[config.mk]
export PLATFORM = sky130hd
export DESIGN_NAME = calc_cmd_sequencer_flat
export DESIGN_NICKNAME = d
export VERILOG_FILES = /design/src/rtl/calc_cmd_sequencer_if.sv /design/src/rtl/calc_cmd_sequencer.sv /design/src/flat_wrapper.sv
export SDC_FILE = /design/constraint.sdc
export NUM_CORES = 1
export LEC_CHECK = 0
export ABC_AREA = 1
export BUFFER_PORTS_ARGS = -buffer_cell sky130_fd_sc_hd__buf_2
export CAP_MARGIN = 20
export CORE_MARGIN = 10
export CORE_UTILIZATION = 57
export DETAILED_ROUTE_END_ITERATION = 8
export PLACE_DENSITY_LB_ADDON = 0.2
export SETUP_SLACK_MARGIN = 0.15
export SLEW_MARGIN = 20
export SYNTH_ARGS = -nofsm -noshare
export SYNTH_HDL_FRONTEND = slang
export SYNTH_SLANG_ARGS = --single-unit
[constraint.sdc]
create_clock -name clk -period 2.2 [get_ports clk]
set_input_delay 0.11 -clock clk [delete_from_list [all_inputs] [get_ports clk]]
set_output_delay 0.11 -clock clk [all_outputs]
set_load 0.005 [all_outputs]
[src/rtl/calc_cmd_sequencer_if.sv]
// Command handshake between the keypad/host front end and the calculator command sequencer.
// A command transfers on a rising edge where cmd_valid and cmd_ready are both high.
interface calc_cmd_sequencer_if #(
    parameter int DATA_W = 4,
    parameter int OP_W   = 3
);
    logic              cmd_valid;
    logic              cmd_ready;
    logic [OP_W-1:0]   cmd_op;
    logic [DATA_W-1:0] cmd_operand;

    modport master (
        output cmd_valid,
        output cmd_op,
        output cmd_operand,
        input  cmd_ready
    );

    modport slave (
        input  cmd_valid,
        input  cmd_op,
        input  cmd_operand,
        output cmd_ready
    );
endinterface

[src/rtl/calc_cmd_sequencer.sv]
// Queues calculator commands in a small FIFO and replays each one as a fixed sequence
// of datapath control strobes.
//
// state | meaning
// ------+---------------------------------------------------------------
// IDLE  | waiting; pops the FIFO head when one is present
// LDNUM | drive operand onto values, load input register
// LDOP  | drive opcode, load opcode register (ALU ops only)
// EXEC  | load accumulator from input register (LOAD) or ALU result
// SHOW  | switch display to accumulator, signal done
// CLR   | clear input, opcode and result registers, clear error, signal done
module calc_cmd_sequencer #(
    parameter int DEPTH  = 4,
    parameter int DATA_W = 4,
    parameter int OP_W   = 3
) (
    input  logic                clk,
    input  logic                reset,
    calc_cmd_sequencer_if.slave cmd,
    output logic [DATA_W-1:0]   values,
    output logic                ld_number,
    output logic                clr_number,
    output logic                ld_opcode,
    output logic                clr_opcode,
    output logic [OP_W-1:0]     opcode_out,
    output logic                sel_mux_alu,
    output logic                ld_result,
    output logic                clr_result,
    output logic                sel_mux_display,
    output logic                busy,
    output logic                done,
    output logic                err_illegal,
    output logic [2:0]          state_dbg
);
    localparam int PTR_W = (DEPTH > 1) ? $clog2(DEPTH) : 1;
    localparam int CNT_W = $clog2(DEPTH) + 1;
    localparam int ENT_W = OP_W + DATA_W;
    localparam logic [OP_W-1:0] OP_CLEAR = '0;
    localparam logic [OP_W-1:0] OP_LOAD  = OP_W'(1);

    typedef enum logic [2:0] {
        S_IDLE  = 3'd0,
        S_LDNUM = 3'd1,
        S_LDOP  = 3'd2,
        S_EXEC  = 3'd3,
        S_SHOW  = 3'd4,
        S_CLR   = 3'd5
    } state_e;

    logic [ENT_W-1:0]  mem_q [DEPTH];
    logic [PTR_W-1:0]  wr_ptr_q, wr_ptr_d, rd_ptr_q, rd_ptr_d;
    logic [CNT_W-1:0]  count_q, count_d;
    state_e            state_q, state_d;
    logic [OP_W-1:0]   cur_op_q, cur_op_d;
    logic [DATA_W-1:0] cur_operand_q, cur_operand_d;
    logic [DATA_W-1:0] values_q, values_d;
    logic [OP_W-1:0]   opcode_out_q, opcode_out_d;
    logic              ld_number_q, ld_number_d;
    logic              clr_number_q, clr_number_d;
    logic              ld_opcode_q, ld_opcode_d;
    logic              clr_opcode_q, clr_opcode_d;
    logic              sel_mux_alu_q, sel_mux_alu_d;
    logic              ld_result_q, ld_result_d;
    logic              clr_result_q, clr_result_d;
    logic              sel_mux_display_q, sel_mux_display_d;
    logic              done_q, done_d;
    logic              err_illegal_q, err_illegal_d;

    logic              cmd_ready_int;
    logic              push, pop, illegal_pop;
    logic [ENT_W-1:0]  head;
    logic [OP_W-1:0]   head_op;
    logic [DATA_W-1:0] head_operand;

    assign cmd_ready_int = (count_q != CNT_W'(DEPTH));
    assign push          = cmd.cmd_valid && cmd_ready_int;
    assign pop           = (state_q == S_IDLE) && (count_q != '0);
    assign head          = mem_q[rd_ptr_q];
    assign head_op       = head[ENT_W-1:DATA_W];
    assign head_operand  = head[DATA_W-1:0];

    always_comb begin
        wr_ptr_d = push ? wr_ptr_q + PTR_W'(1) : wr_ptr_q;
        rd_ptr_d = pop  ? rd_ptr_q + PTR_W'(1) : rd_ptr_q;
        count_d  = count_q;
        case ({push, pop})
            2'b10:   count_d = count_q + CNT_W'(1);
            2'b01:   count_d = count_q - CNT_W'(1);
            default: count_d = count_q;
        endcase
    end

    always_comb begin
        state_d       = state_q;
        cur_op_d      = cur_op_q;
        cur_operand_d = cur_operand_q;
        illegal_pop   = 1'b0;
        case (state_q)
            S_IDLE: begin
                if (pop) begin
                    cur_op_d      = head_op;
                    cur_operand_d = head_operand;
                    if (head_op == OP_CLEAR) begin
                        state_d = S_CLR;
                    end else if (head_op == OP_LOAD || head_op[OP_W-1]) begin
                        state_d = S_LDNUM;
                    end else begin
                        illegal_pop = 1'b1;
                    end
                end
            end
            S_LDNUM: state_d = (cur_op_q == OP_LOAD) ? S_EXEC : S_LDOP;
            S_LDOP:  state_d = S_EXEC;
            S_EXEC:  state_d = S_SHOW;
            S_SHOW:  state_d = S_IDLE;
            S_CLR:   state_d = S_IDLE;
            default: state_d = S_IDLE;
        endcase
    end

    // Outputs are computed from the next state so they register in step with it.
    always_comb begin
        ld_number_d   = (state_d == S_LDNUM);
        ld_opcode_d   = (state_d == S_LDOP);
        ld_result_d   = (state_d == S_EXEC);
        sel_mux_alu_d = (state_d == S_EXEC) && (cur_op_d != OP_LOAD);
        clr_number_d  = (state_d == S_CLR);
        clr_opcode_d  = (state_d == S_CLR);
        clr_result_d  = (state_d == S_CLR);
        done_d        = (state_d == S_SHOW) || (state_d == S_CLR) || illegal_pop;
        values_d      = (state_d == S_LDNUM) ? cur_operand_d : values_q;
        opcode_out_d  = (state_d == S_LDOP) ? cur_op_d : opcode_out_q;

        sel_mux_display_d = sel_mux_display_q;
        if (state_d == S_LDNUM || state_d == S_CLR) begin
            sel_mux_display_d = 1'b0;
        end else if (state_d == S_SHOW) begin
            sel_mux_display_d = 1'b1;
        end

        err_illegal_d = err_illegal_q;
        if (state_d == S_CLR) begin
            err_illegal_d = 1'b0;
        end else if (illegal_pop) begin
            err_illegal_d = 1'b1;
        end
    end

    always_ff @(posedge clk) begin
        if (!reset) begin
            wr_ptr_q          <= '0;
            rd_ptr_q          <= '0;
            count_q           <= '0;
            state_q           <= S_IDLE;
            cur_op_q          <= '0;
            cur_operand_q     <= '0;
            values_q          <= '0;
            opcode_out_q      <= '0;
            ld_number_q       <= 1'b0;
            clr_number_q      <= 1'b0;
            ld_opcode_q       <= 1'b0;
            clr_opcode_q      <= 1'b0;
            sel_mux_alu_q     <= 1'b0;
            ld_result_q       <= 1'b0;
            clr_result_q      <= 1'b0;
            sel_mux_display_q <= 1'b0;
            done_q            <= 1'b0;
            err_illegal_q     <= 1'b0;
        end else begin
            wr_ptr_q          <= wr_ptr_d;
            rd_ptr_q          <= rd_ptr_d;
            count_q           <= count_d;
            state_q           <= state_d;
            cur_op_q          <= cur_op_d;
            cur_operand_q     <= cur_operand_d;
            values_q          <= values_d;
            opcode_out_q      <= opcode_out_d;
            ld_number_q       <= ld_number_d;
            clr_number_q      <= clr_number_d;
            ld_opcode_q       <= ld_opcode_d;
            clr_opcode_q      <= clr_opcode_d;
            sel_mux_alu_q     <= sel_mux_alu_d;
            ld_result_q       <= ld_result_d;
            clr_result_q      <= clr_result_d;
            sel_mux_display_q <= sel_mux_display_d;
            done_q            <= done_d;
            err_illegal_q     <= err_illegal_d;
        end
    end

    // Storage needs no reset: the pointers and count define what is valid.
    always_ff @(posedge clk) begin
        if (reset && push) begin
            mem_q[wr_ptr_q] <= {cmd.cmd_op, cmd.cmd_operand};
        end
    end

    assign cmd.cmd_ready     = cmd_ready_int;
    assign values            = values_q;
    assign ld_number         = ld_number_q;
    assign clr_number        = clr_number_q;
    assign ld_opcode         = ld_opcode_q;
    assign clr_opcode        = clr_opcode_q;
    assign opcode_out        = opcode_out_q;
    assign sel_mux_alu       = sel_mux_alu_q;
    assign ld_result         = ld_result_q;
    assign clr_result        = clr_result_q;
    assign sel_mux_display   = sel_mux_display_q;
    assign done              = done_q;
    assign err_illegal       = err_illegal_q;
    assign busy              = (state_q != S_IDLE) || (count_q != '0);
    assign state_dbg         = state_q;
endmodule

[src/flat_wrapper.sv]
// flat-port wrapper written by rule: the top's interface ports become plain ports
module calc_cmd_sequencer_flat 
#(
    parameter int DEPTH  = 4,
    parameter int DATA_W = 4,
    parameter int OP_W   = 3
)
  (clk, reset, values, ld_number, clr_number, ld_opcode, clr_opcode, opcode_out, sel_mux_alu, ld_result, clr_result, sel_mux_display, busy, done, err_illegal, state_dbg, cmd_cmd_valid, cmd_cmd_op, cmd_cmd_operand, cmd_cmd_ready);
  calc_cmd_sequencer_if #(.DATA_W(DATA_W), .OP_W(OP_W)) cmd_i ();
  input  logic clk;
  input  logic reset;
  output logic [DATA_W-1:0] values;
  output logic ld_number;
  output logic clr_number;
  output logic ld_opcode;
  output logic clr_opcode;
  output logic [OP_W-1:0] opcode_out;
  output logic sel_mux_alu;
  output logic ld_result;
  output logic clr_result;
  output logic sel_mux_display;
  output logic busy;
  output logic done;
  output logic err_illegal;
  output logic [2:0] state_dbg;
  input wire logic [$bits(cmd_i.cmd_valid)-1:0] cmd_cmd_valid;
  input wire logic [$bits(cmd_i.cmd_op)-1:0] cmd_cmd_op;
  input wire logic [$bits(cmd_i.cmd_operand)-1:0] cmd_cmd_operand;
  output wire logic [$bits(cmd_i.cmd_ready)-1:0] cmd_cmd_ready;
  assign cmd_i.cmd_valid = cmd_cmd_valid;
  assign cmd_i.cmd_op = cmd_cmd_op;
  assign cmd_i.cmd_operand = cmd_cmd_operand;
  assign cmd_cmd_ready = cmd_i.cmd_ready;
  calc_cmd_sequencer #(.DEPTH(DEPTH), .DATA_W(DATA_W), .OP_W(OP_W)) u_core (.clk(clk), .reset(reset), .cmd(cmd_i), .values(values), .ld_number(ld_number), .clr_number(clr_number), .ld_opcode(ld_opcode), .clr_opcode(clr_opcode), .opcode_out(opcode_out), .sel_mux_alu(sel_mux_alu), .ld_result(ld_result), .clr_result(clr_result), .sel_mux_display(sel_mux_display), .busy(busy), .done(done), .err_illegal(err_illegal), .state_dbg(state_dbg));
endmodule
; ---- Word level (Yosys, flattened, before mapping)
; Memories as Yosys holds them, arrays and structs flattened. A register that Yosys moved wholly into a read port is not among the register bits.
; Index checks and enable logic that the tools add are counted.
[classes]
n_bitwise = 1
n_mux = 18
addsub = 4
n_eq_ne = 14
n_reduce_logical = 16
[ops]
columns = cell, n
row1 = 2-to-1 mux 3 bit, 5
row2 = == test 3 x 1 -> 1 bit (second input constant), 4
row3 = == test 3 x 2 -> 1 bit (second input constant), 4
row4 = one-hot mux 3 bit (4 select lines), 1
row5 = 2-to-1 mux 4 bit, 2
row6 = 2-to-1 mux 1 bit, 7
row7 = == test 3 bit (second input constant), 2
row8 = logical NOT 3 bit, 2
row9 = one-hot mux 3 bit (2 select lines), 1
row10 = nonzero test 3 bit, 2
row11 = logical OR 1 bit, 5
row12 = adder 2 x 1 -> 2 bit (second input constant), 2
row13 = logical AND 1 bit, 4
row14 = 2-to-1 mux 2 bit, 2
row15 = OR reduction 2 bit, 2
row16 = adder 3 x 1 -> 3 bit (second input constant), 1
row17 = != test 3 x 1 -> 1 bit (second input constant), 1
row18 = != test 3 bit (second input constant), 1
row19 = subtractor 3 x 1 -> 3 bit (second input constant), 1
row20 = == test 2 x 1 -> 1 bit (second input constant), 1
row21 = == test 2 bit (second input constant), 1
row22 = nonzero test 2 bit, 1
row23 = inverter 1 bit, 1
[totals]
ram_bits = 28
wordCells = 70
regBits = 32
input_bits = 10
out_inout_bits = 22
n_memories = 1
[mem_list]
columns = name, depth, word_bits, read_ports, rd_clocked_by_memory_dff, wr, line_no
row1 = u_core.mem_q, 4, 7, 1, 1, 1, calc_cmd_sequencer.sv:50  ; logic [ENT_W-1:0] mem_q [DEPTH];

; ---- Depth between registers and ports, before layout
; Gate-level depths: netlist of run 1.
[depth]
word_depth = 9
depth_mapped = 13
mapped_depth_nobuf = 12

; ---- Worst setup path before layout of run 1
; OpenSTA, ideal clock, no wires.
[synth_path]
kind = register -> register
from = register u_core.state_q[0], in the netlist u_core.state_dbg[0]
to = register u_core.count_q[2]
slack_ps = 152
required_time_ps = 2078
n_path_buf = 2
arrival_ps = 1926
synth_period_minus_slack_ps = 2048
path_stages_with_launch = 13
setup_time_ps = 122
path_cell_list = dfxtp_1 -> inv_2 -> nand3_2 -> nor2_4 -> buf_6 -> buf_4 -> ha_1 -> inv_1 -> fa_1 -> a21oi_1 -> o21ai_0 -> o21ai_0 -> a21oi_1
[synth_between]
elab_chain_len = 4
word_cells_on_any_way = 6
classes_between = eq/ne: 2 / mux: 1 / reduce/logical: 3
[synth_lines]
columns = element, line_no
row1 = from (decl), calc_cmd_sequencer.sv:53  ; state_e state_q, state_d;
row2 = from (signal assigned), calc_cmd_sequencer.sv:173  ; state_q <= state_d;
row3 = logical NOT 3 bit *, calc_cmd_sequencer.sv:77  ; assign pop = (state_q == S_IDLE) && (count_q != '0);
row4 = logical AND 1 bit *, calc_cmd_sequencer.sv:77
row5 = == test 2 x 1 -> 1 bit / == test 2 bit (equally long branches), calc_cmd_sequencer.sv:86  ; case ({push, pop})
row6 = one-hot mux 3 bit (2 select lines) / nonzero test 2 bit (equally long branches), -
row7 = to (signal assigned), calc_cmd_sequencer.sv:172  ; count_q <= count_d;
row8 = to (decl), calc_cmd_sequencer.sv:52  ; logic [CNT_W-1:0] count_q, count_d;
; Mark *: on every way between the ends. The rest lies on a longest branch, timed or not.
; A chain may end at the register's enable or synchronous reset.

; ---- Final worst setup path of run 1
[layout_path]
from = register u_core.state_q[1], in the netlist u_core.state_dbg[1]
to = register u_core.count_q[2]
; Same word-level chain as after synthesis.

==> impl_results.md, run 1 <==
- Setup crit end kind: register
- ANT nets after route: 0
- Post-synthesis sequential area ratio: 58.8%
- I/O Buffers: 31
- Clock-pin slew on the worst setup and hold paths: 0.06 ns
- Max-slew headroom: 69.4%
- Initial Util: 59.0%
- Worst-path fanout max: 4
- All-Layer GR Usage: 13.6%
- Via/cell ratio: 5.07
- Warnings, synthesis: 0
- Initial antenna violation count: 0
- Final Max Tran Viols: 0
- Fmax: 535 MHz
- Lkg Pwr: 1.32 nW
- Synth Area in Adders: 3.19%
- Unrepaired setup endpoints after global routing: false
- Vias in the first global route: 1795
- Die W: 87.4 µm
- WP buf/inv: 2
- Core area: 4380 µm²
- Antenna cell count: 0
- Outcome: complete, no violations
- CP required: 2.41 ns
- CP top delay family: adder cells
- Die Ht: 87.4 µm
- Most common cell after layout, fill and taps aside: nor2_1
- Routed wire length: 4820 µm
- Peak VDD IR: 666 µV
- Fraction of synthesized area in multiplexers: 0%
- Period Utilization, post-route: 85.0%
- Die area: 7640 µm²
- Number of synthesized register bits: 62
- CTS Root Cell: clkbuf_8
- Mapped Cells: 263
- H-Tree Depth: 3
- Vias: 1852
- Syn Area/Cell: 9.84 µm²
- Area Growth Syn to Fin: 16.7%
- Net count after synthesis: 279
- Final hold vios: 0
- Min Clock Period, post-route: 1.87 ns
- Layout cell share with drive strength beyond 1: 24.6%
- Max Cap Viol: 0
- Hold WC Path Type: input pin to register
- Synth Area in Compound Gates: 9.91%
- Average wire per standard cell: 13.2 µm
- Clock Skews: 0.00783 ns
- I/O pin count: 32
- WHS: 0.115 ns
- NumNets Final: 325
- Critical Path Start Type: register
- Grt total ovfl: 0
- Combinational family with the most area after synthesis: simple AND/OR/NAND/NOR gates
- Xor and xnor area share after synthesis: 0%
- First-pass GRT wire length: 8130 µm
- Setup TNS: 0 ns
- Cts bufs inserted: 9
- Rows: 24
- Final Power: 3.89 mW
- DR pass1 iterations: 4
- DR iter-0 viols: 89
- Max Root-Sink Buffers: 2
- Post-Syn Area: 2590 µm²
- DRC: 0
- Pre-CTS setup slack: 0.309 ns
- Slowest cell on the critical path: fa_1
- Distinct cells, synth: 29
- Crit path kind: register to register
- Largest net degree at the start of global routing: 20
- Final worst setup slack: 0.330 ns
- Post-DP HPWL: 3400 µm
- Measured slew at the worst slew-check pin: 0.457 ns
- Clk_lat worst skew: 0.32 ns
- CP max stage delay: 0.38 ns
- Pwr dens: 1290 nW/µm²
- Arrival time worst endpoint: 2.08 ns
- Gpl congestion: 0.856
- Clock sink count: 62
- Final Setup Violations: 0
- Most frequent cells in the layout: 37 x nor2_1, 34 x dfxtp_1, 31 x buf_2
- Cell Chain, Critical Path: inv_1 > nand3_2 > nor2_4 > ha_1 > inv_1 > fa_1 > a21oi_1 > o21ai_0 > o21ai_1 > a21oi_1
- CTS tree: done
- Post-Synth Simple-Gate Area: 20.4%
-- per-stage QoR --
step | util, % | cells | cell area (µm²)
floorplan | - | 263 | 2590
detailed placement | 63.4 | 343 | 2780
global placement | 63.4 | 343 | 2780
CTS | 68.8 | 365 | 3020
global route | 68.9 | 365 | 3020
finish | 68.9 | 365 | 3020
-- worst register-to-register path, cell delays in order, from the launching register on --
cell and delay, ns:
dfxtp_1 0.32, inv_1 0.13, nand3_2 0.12, nor2_4 0.14, ha_1 0.15, inv_1 0.07, fa_1 0.38, a21oi_1 0.14
o21ai_0 0.12, o21ai_1 0.14, a21oi_1 0.05
-- sequential cells by signal, indices dropped and copies added (netlist names), named ones only --
| signal | cells |
|---|---|
| u_core.values | 4 |
| u_core.ld_result | 1 |
| u_core.clr_number | 1 |
| u_core.ld_number | 1 |
| u_core.sel_mux_display | 1 |
| u_core.state_dbg | 3 |
| u_core.opcode_out | 3 |
| u_core.done | 1 |
| u_core.count_q | 3 |
| u_core.cur_op_q | 3 |
| u_core.cur_operand_q | 4 |
| u_core.mem_q | 28 |
| u_core.sel_mux_alu | 1 |
| u_core.rd_ptr_q | 2 |
| u_core.err_illegal | 1 |
| u_core.ld_opcode | 1 |
| u_core.wr_ptr_q | 2 |
-- cell type report --
class	count	area [µm²]
flip-flops and latches	62	1520
fillers	348	1360
multi-input cells	160	870
repair buffers	45	278
clock buffers	13	159
inverters	31	118
well taps	52	65.1
clock inverters	2	10.0
-- cell families (layout without fill, tap and decap cells) --
family / Yosys count / after routing
buf+inv: 41 / 91
fa+ha+maj: 6 / 6
compound gates: 48 / 48
simple gates: 106 / 106
flops: 62 / 62
-- repair_timing --
| item | CTS | global route |
|---|---|---|
| resized for setup | 0 | 2 |
| hold buffers | 7 | 0 |
| hold endpoints to repair | 28 | 0 |
| setup buffers | 0 | 0 |
| setup endpoints to repair | 0 | 1 |
-- worst paths after layout --
check | cells past startpoint | slack (ns) | endpoint | start
worst max-delay path | 10 | 0.33 | u_core.count_q[2]$_SDFFE_PN0P_ | u_core.state_dbg[1]$_SDFF_PN0_
worst max register to register | 10 | 0.33 | u_core.count_q[2]$_SDFFE_PN0P_ | u_core.state_dbg[1]$_SDFF_PN0_
worst min register to register | 2 | 0.46 | u_core.rd_ptr_q[1]$_SDFFE_PN0N_ | u_core.rd_ptr_q[1]$_SDFFE_PN0N_
worst min-delay path | 3 | 0.11 | u_core.wr_ptr_q[1]$_SDFFE_PN0P_ | cmd_cmd_valid
-- metal layers --
metal  wire [µm]  global-route usage (%)
met1        2170                    15.8
met2        2290                    21.8
met3         304                    4.87
met4          54                    6.38
met5           0                       0
-- synth_stat cells, drive strengths merged --
| master | instances | area (µm²) |
|---|---|---|
| o21ai | 27 | 135 |
| a211oi | 1 | 12.5 |
| inv | 30 | 113 |
| nor2 | 43 | 200 |
| fa | 1 | 20.0 |
| clkbuf | 2 | 7.51 |
| dfxtp | 34 | 681 |
| clkinv | 1 | 5.00 |
| buf | 8 | 75.1 |
| nand2 | 39 | 189 |
| nor3 | 4 | 20.0 |
| ha | 5 | 62.6 |
| a31oi | 1 | 6.26 |
| o21a | 2 | 15.0 |
| and2 | 1 | 6.26 |
| edfxtp | 28 | 841 |
| nand4 | 2 | 12.5 |
| a21oi | 15 | 75.1 |
| nand3 | 17 | 100 |
| o22ai | 2 | 12.5 |
-- power by group --
part / total (mW) / internal (mW) / switching (mW)
clock network: 0.844 / 0.461 / 0.383
registers: 1.55 / 1.44 / 0.111
logic: 1.50 / 0.541 / 0.958
total: 3.89 / 2.44 / 1.45
Note: power is estimated with default switching activity, not from simulation.
==> run 2, diff against run 1 <==
--- a/config.mk
+++ b/config.mk
@@ -9,7 +9,7 @@
 export BUFFER_PORTS_ARGS = -buffer_cell sky130_fd_sc_hd__buf_2
 export CAP_MARGIN = 20
 export CORE_MARGIN = 10
-export CORE_UTILIZATION = 57
+export CORE_UTILIZATION = 51
 export DETAILED_ROUTE_END_ITERATION = 8
 export PLACE_DENSITY_LB_ADDON = 0.2
 export SETUP_SLACK_MARGIN = 0.15
==> constraint.sdc (replaced) <==
create_clock -name clk -period 1.6 [get_ports clk]
set_input_delay 0.08 -clock clk [delete_from_list [all_inputs] [get_ports clk]]
set_output_delay 0.08 -clock clk [all_outputs]
set_load 0.005 [all_outputs]
==> run 2 against run 1 <==
  * The flow now finishes with violations (negative setup slack)
  * Critical path depth up 1
  * Final cell count grew 12%
  * Via count up 9.3%
  * Hold slack worse by 0.078 ns
  * Count of clock-buffer cells in the layout increased by 2
  * Routed wire length grew 14%
  * Global-route usage is 0.36 points lower
  * Flip-flop and latch count stayed put
  * Sequential share of layout area decreased by 5.5 points
  * Maximum frequency is 13% higher
  * Worst setup slack got worse by 0.38 ns
  * First-iteration DRC count is 40% higher
  * Highest routed layer unchanged
==> impl_results.md, run 2 (synthesized netlist as in run 1, its figures left out) <==
- Min Clock Period, post-route: 1.65 ns (-0.217 ns)
- Cts bufs inserted: 9 (unchanged)
- Most frequent cells in the layout: 33 x nor2_1, 33 x buf_4, 31 x buf_2
- CP required: 1.82 ns (-0.59 ns)
- Average wire per standard cell: 13.5 µm (+2.2%)
- H-Tree Depth: 3 (unchanged)
- Slowest cell on the critical path: fa_2
- ANT nets after route: 0 (unchanged)
- WP buf/inv: 2 (unchanged)
- Layout cell share with drive strength beyond 1: 40.1% (+15 points)
- Gpl congestion: 0.837 (-2.2%)
- DR pass1 iterations: 4 (unchanged)
- Post-DP HPWL: 3730 µm (+9.7%)
- Fmax: 605 MHz (+13%)
- CTS tree: done
- Setup TNS: -0.124 ns (-0.124 ns)
- Critical Path Start Type: register
- Initial Util: 53.7% (-5.3 points)
- Hold WC Path Type: input pin to register
- Largest net degree at the start of global routing: 20 (unchanged)
- Core area: 4820 µm² (+9.9%)
- WHS: 0.0363 ns (-0.0784 ns)
- Hold endpoint: u_core.wr_ptr_q[1]$_SDFFE_PN0P_
- Reg2reg start: u_core.count_q[1]$_SDFFE_PN0P_
- Vias in the first global route: 1893 (+5.5%)
- Period Utilization, post-route: 103% (+18 points)
- I/O pin count: 32 (unchanged)
- Pwr dens: 1870 nW/µm² (+45%)
- Area Growth Syn to Fin: 31.8%
- Lkg Pwr: 1.48 nW (+12%)
- NumNets Final: 353 (+8.6%)
- Worst-path fanout max: 3 (-1)
- DR iter-0 viols: 125 (+40%)
- Max reg flops: 28 (unchanged)
- First-pass GRT wire length: 8780 µm (+8.1%)
- Antenna cell count: 0 (unchanged)
- Die W: 91.2 µm (+4.4%)
- Via/cell ratio: 4.95 (-2.4%)
- Peak VDD IR: 1120 µV (+68%)
- Clock-pin slew on the worst setup and hold paths: 0.06 ns (about the same)
- Routed wire length: 5510 µm (+14%)
- Final Util: 70.8% (+1.9 points)
- Top reg by flops: u_core.mem_q
- Crit path kind: register to register
- Initial antenna violation count: 0 (unchanged)
- Max Root-Sink Buffers: 2 (unchanged)
- Cell Chain, Critical Path: inv_2 > nand2_2 > nor2_4 > nor2_4 > ha_4 > inv_2 > fa_2 > a21oi_1 > o21ai_1 > o21ai_1 > a21oi_1
- Vias: 2025 (+9.3%)
- Final Max Tran Viols: 0 (unchanged)
- DRC: 0 (unchanged)
- Max Cap Viol: 0 (unchanged)
- Hold Path Origin: reset
- Grt total ovfl: 0 (unchanged)
- Setup crit end kind: register
- Die Ht: 91.2 µm (+4.4%)
- R2r endpoint: u_core.count_q[2]$_SDFFE_PN0P_
- Pre-CTS setup slack: -0.0842 ns (-0.394 ns)
- Clock sink count: 62 (unchanged)
- Worst hold stages: 3 (unchanged)
- Rows: 25 (+4.2%)
- Max-slew headroom: 82.5% (+13 points)
- Final worst setup slack: -0.0528 ns (-0.383 ns)
- CP max stage delay: 0.34 ns (-0.04 ns)
- Outcome: complete, but fails checks
- Die area: 8330 µm² (+9.0%)
- R2R Setup Slk: -0.05 ns (-0.38 ns)
- Clk_lat worst skew: 0.33 ns (about the same)
- Final Setup Violations: 3 (+3)
- CP top delay family: adder cells
- Final hold vios: 0 (unchanged)
- All-Layer GR Usage: 13.2% (-0.36 points)
- I/O Buffers: 31 (unchanged)
- CTS Root Cell: clkbuf_8
- Arrival time worst endpoint: 1.87 ns (-0.21 ns)
- Failing checks: negative setup slack
- Reg2reg path depth: 11 (+1)
- Clock Skews: 0.00880 ns (+0.000969 ns)
- Unrepaired setup endpoints after global routing: true
- Measured slew at the worst slew-check pin: 0.260 ns (-0.197 ns)
run 2: cell count changes in the layout (fill, tap and decap cells not counted), moves of 5 or more:
cell / change
dfxtp_2: +5
buf_4: +26
nand3_1: -6
nand2_2: +7
nand2_1: -8
dfxtp_1: -6
o21ai_0: -8
o21ai_1: +6
run 2: layout make-up:
cell class / instances / area, µm²
fill: 378 / 1410
clock inverter: 1 / 5.00
tap: 67 / 83.8
clock buffer: 15 / 166
sequential: 62 / 1530
multi-input combinational: 160 / 997
timing repair buffer: 73 / 504
inverter: 31 / 123
run 2: what timing repair did:
item,in CTS,in global routing
cloned,0,0
endpoints found under the setup margin,13,21
hold endpoints to repair,28,0
setup buffers,3,7
gates resized for setup,5,37
pin swaps,4,12
hold buffers,7,0
run 2: tightest hold or removal path, stage by stage:
cell and delay (ns):
buf_2 0.13, o21ai_0 0.07, a21oi_1 0.04
run 2: through the flow:
step	instance area, µm²	instances	power (mW)
5_1_grt	3410	409	6.85
2_1_floorplan	2630	263	3.84
4_1_cts	3240	402	5.83
6_report	3410	409	6.37
3_3_place_gp	2970	376	4.48
3_5_place_dp	2970	376	4.53
run 2: where the power goes:
group | total (mW) | internal, mW | switching (mW)
Clock | 1.19 | 0.647 | 0.544
Sequential | 2.15 | 1.99 | 0.155
Combinational | 3.03 | 1.31 | 1.72
Total | 6.37 | 3.95 | 2.42
run 2: routing by layer:
metal / GRT usage, % / part of all wire [%]
met1: 14.8 / 42
met2: 22.1 / 51
met3: 5.60 / 5.2
met4: 4.70 / 1.3
met5: 0 / 0
run 2: how the worst max path moves through the flow:
stage	to	startpoint	cells after the start
2_1_floorplan	u_core.count_q[2]$_SDFFE_PN0P_	u_core.count_q[0]$_SDFFE_PN0P_	13
3_3_place_gp	u_core.count_q[2]$_SDFFE_PN0P_	u_core.count_q[0]$_SDFFE_PN0P_	11
3_5_place_dp	u_core.count_q[2]$_SDFFE_PN0P_	u_core.count_q[0]$_SDFFE_PN0P_	10
4_1_cts	u_core.count_q[2]$_SDFFE_PN0P_	u_core.state_dbg[2]$_SDFF_PN0_	10
5_1_grt	u_core.values[3]$_SDFFE_PN0P_	u_core.count_q[1]$_SDFFE_PN0P_	12
6_report	u_core.count_q[2]$_SDFFE_PN0P_	u_core.count_q[1]$_SDFFE_PN0P_	11
